--- src/rtl/if_fetch_if.sv ---
// ============================================================================
//  Module      : if_fetch_if
//  Description : Instruction ROM bus between the fetch stage (master) and the
//                instruction memory (slave). The ROM answers combinationally
//                on the address it is given.
//  Revision    : 1.0  initial release
// ============================================================================
`default_nettype none

interface if_fetch_if;
    logic        rom_ce_o;     // chip enable, driven by fetch
    logic [31:0] rom_addr_o;   // byte address, driven by fetch
    logic [31:0] rom_inst_i;   // instruction word, driven by ROM

    // Fetch-stage view: drives enable/address, receives the instruction.
    modport master (
        output rom_ce_o,
        output rom_addr_o,
        input  rom_inst_i
    );

    // Memory view: receives enable/address, returns the instruction.
    modport slave (
        input  rom_ce_o,
        input  rom_addr_o,
        output rom_inst_i
    );
endinterface : if_fetch_if

`default_nettype wire

--- src/rtl/if_fetch.sv ---
// ============================================================================
//  Module      : if_fetch
//  Description : RV32I instruction-fetch stage. Owns the program counter,
//                drives the instruction ROM and loads the IF/ID pipeline
//                register. Applies flush > stall > branch > sequential
//                next-PC priority and squashes wrong-path fetches with a
//                NOP bubble. A misaligned redirect target is delivered once
//                as a faulting IF/ID entry, after which fetch halts until
//                the next flush.
//  Revision    : 1.0  initial release
// ============================================================================
`default_nettype none

module if_fetch #(
    parameter logic [31:0] RESET_PC = 32'h0000_0000,
    parameter logic [31:0] NOP_INST = 32'h0000_0013
) (
    input  logic        clk,
    input  logic        rst,
    input  logic        stall_i,
    input  logic        flush_i,
    input  logic [31:0] flush_pc_i,
    input  logic        branch_flag_i,
    input  logic [31:0] branch_target_i,
    if_fetch_if.master  rom,
    output logic [31:0] id_pc_o,
    output logic [31:0] id_inst_o,
    output logic        id_valid_o,
    output logic        id_misalign_o
);

    // Fetch control states:
    //   ST_BOOT : first cycle out of reset, ROM still disabled
    //   ST_RUN  : normal fetching, ROM enabled
    //   ST_HALT : a misaligned target has been reported; wait for a flush
    typedef enum logic [1:0] {
        ST_BOOT = 2'd0,
        ST_RUN  = 2'd1,
        ST_HALT = 2'd2
    } state_t;

    localparam logic [31:0] c_pc_step = 32'd4;

    state_t      r_state;
    logic [31:0] r_pc;
    logic        r_ce;
    logic [31:0] r_id_pc;
    logic [31:0] r_id_inst;
    logic        r_id_valid;
    logic        r_id_misalign;
    logic        r_pending_misalign;

    logic        w_branch_take;
    logic        w_redirect;
    logic [31:0] w_redirect_pc;
    logic        w_redirect_misalign;
    logic [31:0] w_seq_pc;

    // A flush is honoured in every state; a branch only while fetching
    // and not stalled (control keeps it asserted until the stall drops).
    assign w_branch_take       = (r_state == ST_RUN) && !stall_i && branch_flag_i;
    assign w_redirect          = flush_i || w_branch_take;
    assign w_redirect_pc       = flush_i ? flush_pc_i : branch_target_i;
    assign w_redirect_misalign = (w_redirect_pc[1:0] != 2'b00);
    assign w_seq_pc            = r_pc + c_pc_step;

    // PC, fetch state and IF/ID register update.
    always_ff @(posedge clk) begin
        if (rst) begin
            r_state            <= ST_BOOT;
            r_pc               <= RESET_PC;
            r_ce               <= 1'b0;
            r_id_pc            <= 32'h0000_0000;
            r_id_inst          <= NOP_INST;
            r_id_valid         <= 1'b0;
            r_id_misalign      <= 1'b0;
            r_pending_misalign <= 1'b0;
        end else if (w_redirect) begin
            // Redirect: the instruction being fetched now is wrong-path.
            r_state            <= ST_RUN;
            r_ce               <= 1'b1;
            r_pc               <= w_redirect_pc;
            r_pending_misalign <= w_redirect_misalign;
            r_id_pc            <= r_pc;
            r_id_inst          <= NOP_INST;
            r_id_valid         <= 1'b0;
            r_id_misalign      <= 1'b0;
        end else begin
            case (r_state)
                ST_BOOT: begin
                    // ROM was disabled this cycle, so nothing to capture.
                    r_state       <= ST_RUN;
                    r_ce          <= 1'b1;
                    r_id_pc       <= r_pc;
                    r_id_inst     <= NOP_INST;
                    r_id_valid    <= 1'b0;
                    r_id_misalign <= 1'b0;
                end
                ST_RUN: begin
                    if (stall_i) begin
                        // Hold PC and IF/ID unchanged.
                        r_pc <= r_pc;
                    end else if (r_pending_misalign) begin
                        // Report the faulting target once, then stop fetching.
                        r_state            <= ST_HALT;
                        r_ce               <= 1'b0;
                        r_pending_misalign <= 1'b0;
                        r_id_pc            <= r_pc;
                        r_id_inst          <= NOP_INST;
                        r_id_valid         <= 1'b1;
                        r_id_misalign      <= 1'b1;
                    end else begin
                        r_pc          <= w_seq_pc;
                        r_id_pc       <= r_pc;
                        r_id_inst     <= rom.rom_inst_i;
                        r_id_valid    <= 1'b1;
                        r_id_misalign <= r_pending_misalign;
                    end
                end
                ST_HALT: begin
                    // Frozen PC; feed bubbles downstream unless stalled.
                    if (!stall_i) begin
                        r_id_pc       <= r_pc;
                        r_id_inst     <= NOP_INST;
                        r_id_valid    <= 1'b0;
                        r_id_misalign <= 1'b0;
                    end
                end
                default: begin
                    r_state <= ST_BOOT;
                    r_ce    <= 1'b0;
                end
            endcase
        end
    end

    assign rom.rom_ce_o   = r_ce;
    assign rom.rom_addr_o = r_pc;
    assign id_pc_o        = r_id_pc;
    assign id_inst_o      = r_id_inst;
    assign id_valid_o     = r_id_valid;
    assign id_misalign_o  = r_id_misalign;

endmodule : if_fetch

`default_nettype wire

--- src/flat_wrapper.sv ---
// flat-port wrapper written by rule: the top's interface ports become plain ports
module if_fetch_flat 
#(
    parameter logic [31:0] RESET_PC = 32'h0000_0000,
    parameter logic [31:0] NOP_INST = 32'h0000_0013
)
  (clk, rst, stall_i, flush_i, flush_pc_i, branch_flag_i, branch_target_i, id_pc_o, id_inst_o, id_valid_o, id_misalign_o, rom_rom_ce_o, rom_rom_addr_o, rom_rom_inst_i);
  if_fetch_if rom_i ();
  input  logic clk;
  input  logic rst;
  input  logic stall_i;
  input  logic flush_i;
  input  logic [31:0] flush_pc_i;
  input  logic branch_flag_i;
  input  logic [31:0] branch_target_i;
  output logic [31:0] id_pc_o;
  output logic [31:0] id_inst_o;
  output logic id_valid_o;
  output logic id_misalign_o;
  output wire logic [$bits(rom_i.rom_ce_o)-1:0] rom_rom_ce_o;
  output wire logic [$bits(rom_i.rom_addr_o)-1:0] rom_rom_addr_o;
  input wire logic [$bits(rom_i.rom_inst_i)-1:0] rom_rom_inst_i;
  assign rom_rom_ce_o = rom_i.rom_ce_o;
  assign rom_rom_addr_o = rom_i.rom_addr_o;
  assign rom_i.rom_inst_i = rom_rom_inst_i;
  if_fetch #(.RESET_PC(RESET_PC), .NOP_INST(NOP_INST)) u_core (.clk(clk), .rst(rst), .stall_i(stall_i), .flush_i(flush_i), .flush_pc_i(flush_pc_i), .branch_flag_i(branch_flag_i), .branch_target_i(branch_target_i), .rom(rom_i), .id_pc_o(id_pc_o), .id_inst_o(id_inst_o), .id_valid_o(id_valid_o), .id_misalign_o(id_misalign_o));
endmodule
--- config.mk ---
export PLATFORM = sky130hd
export DESIGN_NAME = if_fetch_flat
export DESIGN_NICKNAME = d
export VERILOG_FILES = /design/src/rtl/if_fetch_if.sv /design/src/rtl/if_fetch.sv /design/src/flat_wrapper.sv
export SDC_FILE = /design/constraint.sdc
export NUM_CORES = 1
export LEC_CHECK = 0
export BUFFER_PORTS_ARGS = -buffer_cell sky130_fd_sc_hd__buf_2
export CORE_MARGIN = 5
export CORE_UTILIZATION = 44
export DETAILED_ROUTE_END_ITERATION = 12
export PLACE_DENSITY = 0.77
export SYNTH_ARGS = -nofsm -noshare
export SYNTH_HDL_FRONTEND = slang
export SYNTH_SLANG_ARGS = --single-unit
--- constraint.sdc ---
create_clock -name clk -period 2 [get_ports clk]
set_clock_uncertainty 0.05 [all_clocks]
set_input_delay 0 -clock clk [delete_from_list [all_inputs] [get_ports clk]]
set_output_delay 0 -clock clk [all_outputs]
set_load 0.03 [all_outputs]
==> qor.csv <==
stage;metric;value;unit
yosys;Syn. warnings;0;
routing;via/cell ratio;5.71;
yosys;register area share after synthesis;41.0;%
die;Die Ht;116;um
cells_and_area;Non-Filler Instances;1030;
timing;Final Hold Viols;0;
flow_run;number of max-cap violations;0;
critical_path;kind of start point of the critical path;flop;
die;die area;0.0134;mm2
yosys;top-area cell type share of the netlist area;41.0;%
routing;wirelength, routed;18000;um
critical_path;Buf/Inv on CP;1;
cells_and_area;Area Growth Syn to Fin;47.3;%
grt;antenna violations before repair;0;
critical_path;Slowest-stage cell, CP;or4_1;
power;LEAKAGE;3.28;nW
clocking;CTS tree;yes;
critical_path;CP top delay family;simple AND/OR/NAND/NOR gates;
clocking;root buffer cell;clkbuf_16;
die;Die W;116;um
critical_path;CP endpoint kind;flop;
clocking;H-Tree Depth;3;
worst_hold_path;Hold Path Class;primary input to flop;
die;CORE AREA;0.0109;mm2
timing;worst rel slew slack;67.2;%
yosys;FFs w/ async S/R, synth;0;%
placement;RD Place Congestion;0.896;
cells_and_area;Core Util, Final;66.4;%
timing;Slew Limit Fails;0;
outcome;status;completed;
grt;global-route wire length before repair;28100;um
grt;vias in the first global route;5729;
clocking;clk slew on worst S/H paths;70;ps
critical_path;WP data arrival;2170;ps
yosys;ranking of synthesized cells by area;dfxtp_1 41%, mux2i_1 7.9%, a21oi_1 6.0%;
die;io pins;200;
critical_path;crit-path cells;inv_2 -> ha_4 -> nand2b_2 -> or4_4 -> or4_1 -> a31oi_1;
placement;placed cells;951;
yosys;Syn Area/Cell;8.06;um2
timing;worst setup margin;57.1;ps
clocking;TritonCTS Buffers;9;
grt;largest net degree at the start of global routing;40;
critical_path;critical-path maximum fanout;5;
timing;Final TNS setup;0;ps
yosys;flop and latch count out of synthesis;101;
placement;area post-placement;0.00630;mm2
grt;grt total ovfl;0;
critical_path;crit path kind;flop to flop;
die;Initial Utilization;45.1;%
cells_and_area;finished layout cell area;0.00727;mm2
clocking;clock sink count;101;
timing;RSZ-0062 raised after global routing;true;
yosys;Synth area leader;dfxtp_1;
grt;Total GRT Usage;26.2;%
placement;detailed placement HPWL;12300;um
routing;drt wl/cell;17.4;um
die;row cnt;38;
yosys;Post-synth top flop;dfxtp_1;
cells_and_area;Layout Nets;993;
yosys;top cells by instance count after synthesis;101 x dfxtp_1, 69 x nand2_1, 67 x nor2_1;
routing;DRT iter0 DRCs;639;
critical_path;crit-path max cell delay;510;ps
timing;post-route clock period utilization;97.1;%
yosys;synth unique cells;57;
routing;routed vias;5880;
yosys;Post-Syn Instances;612;
timing;Final setup viols;0;
timing;Tmin final;1940;ps
power;VDD IR max;542;uV
critical_path;data required time of the worst path;2230;ps
routing;Final ANT Viol Nets;0;
routing;DRC Markers;0;
yosys;Mapped Area;0.00493;mm2
placement;dpl ws;-36.7;ps
power;PwrDens;709;mW/mm2
cells_and_area;share of cells above drive strength 1;33.1;%
placement;Port Buf Inserts;199;
timing;upper clock frequency limit;515;MHz
clocking;Longest Clk Path Bufs;2;
yosys;most common cell in the synthesized netlist;dfxtp_1;
timing;worst-margin pin slew;492;ps
yosys;Syn Nets;720;
cells_and_area;Antenna diodes;0;
yosys;Post-synth EDFFs;0;
clocking;later-pin clock latency in the skew report;350;ps
routing;DRT Pass-1 Iters;6;
area by class of cell:
type | count | area (um2)
Multi-Input combinational cell | 455 | 2720
Inverter | 7 | 26.3
Clock inverter | 5 | 52.6
Tap cell | 140 | 175
Fill cell | 915 | 3670
Timing Repair Buffer | 311 | 2020
Clock buffer | 11 | 233
Sequential cell | 101 | 2040
tightest hold or removal path: stages:
cell,delay [ps]
buf_2,80
nand2_1,40
o21ai_0,60
o21ai_0,80
a21oi_1,120
cells by family (layout without fill, tap and decap cells):
| kind of cell | after synthesis | after routing | share of synthesized area [%] |
|---|---|---|---|
| AND/OR/NAND/NOR | 264 | 264 | 26.2 |
| adder cells (fa/ha/maj) | 7 | 7 | 1.78 |
| flip-flops | 101 | 101 | 41.0 |
| AO/OA/AOI/OAI | 144 | 144 | 17.9 |
| XOR/XNOR | 1 | 1 | 0.178 |
| buffers and inverters | 56 | 334 | 5.10 |
| multiplexers | 39 | 39 | 7.91 |
per-layer routing:
metal | GRT usage (%) | wire length [um] | up-vias
met5 | 0 | 0 | -
li1 | - | - | 2739
met1 | 32.3 | 7070 | 2748
met2 | 43.2 | 8670 | 331
met3 | 6.58 | 1580 | 62
met4 | 11.8 | 657 | 0
per-stage QoR:
step	hold WS, ps	power, mW
after floorplan	93.6	2.91
after global placement	202	3.31
after detailed placement	213	3.34
after CTS	7.62	5.16
after global routing	20.5	5.38
final	18.6	5.15
registers in the layout, summed over array words and instances (netlist names):
signal and cells:
u_core.rom.rom_ce_o 1, u_core.id_misalign_o 1, u_core.r_state 1, u_core.id_valid_o 1
u_core.id_pc_o 32, u_core.rom.rom_addr_o 32, u_core.id_inst_o 32, u_core.r_pending_misalign 1
power by group:
part           switching (mW)  internal [mW]  total (mW)
Combinational           0.711          0.488        1.20
Sequential              0.102           2.12        2.22
Clock                   0.762          0.965        1.73
worst paths after layout:
| path | from | to | slack (ps) | cells past startpoint |
|---|---|---|---|---|
| hold / removal | flush_pc_i[13] | u_core.rom.rom_addr_o[13] | 20 | 5 |
| setup / recovery | u_core.r_state[1] | u_core.rom.rom_addr_o[16] | 60 | 6 |
| hold reg to reg | u_core.id_inst_o[19] | u_core.id_inst_o[19] | 400 | 2 |
| setup reg to reg | u_core.r_state[1] | u_core.rom.rom_addr_o[16] | 60 | 6 |
cells in the final DEF, fill, tap and decap left out, types with 3 or more instances in the layout:
cell type / netlist / routed
or4_1: 3 / 3
mux2i_1: 39 / 39
clkinv_2: 0 / 3
dlygate4sd3_1: 0 / 59
nand4_1: 10 / 10
nor3_1: 11 / 10
o31ai_1: 3 / 3
o22ai_1: 3 / 3
dfxtp_2: 0 / 7
and3_1: 16 / 16
nand2b_1: 4 / 4
buf_4: 7 / 50
o211ai_1: 8 / 8
ha_1: 7 / 6
nand2_1: 69 / 69
o21ai_0: 29 / 28
nand3_1: 48 / 48
a211oi_1: 3 / 3
dfxtp_4: 0 / 3
a31oi_1: 9 / 9
dfxtp_1: 101 / 91
a221oi_1: 11 / 10
clkbuf_16: 0 / 9
a21o_1: 5 / 5
inv_1: 7 / 6
buf_12: 0 / 3
buf_2: 6 / 199
nor2_1: 67 / 67
or3_1: 7 / 7
nor4_1: 5 / 4
a21oi_1: 59 / 59
timing repair:
item	in CTS	in global routing
pin swaps	0	5
hold buffers	59	0
buffers inserted	0	4
hold endpoints to repair	54	0
resized for setup	4	11
setup endpoints to repair	2	23
No activity file was read; power rests on OpenSTA's default activity.
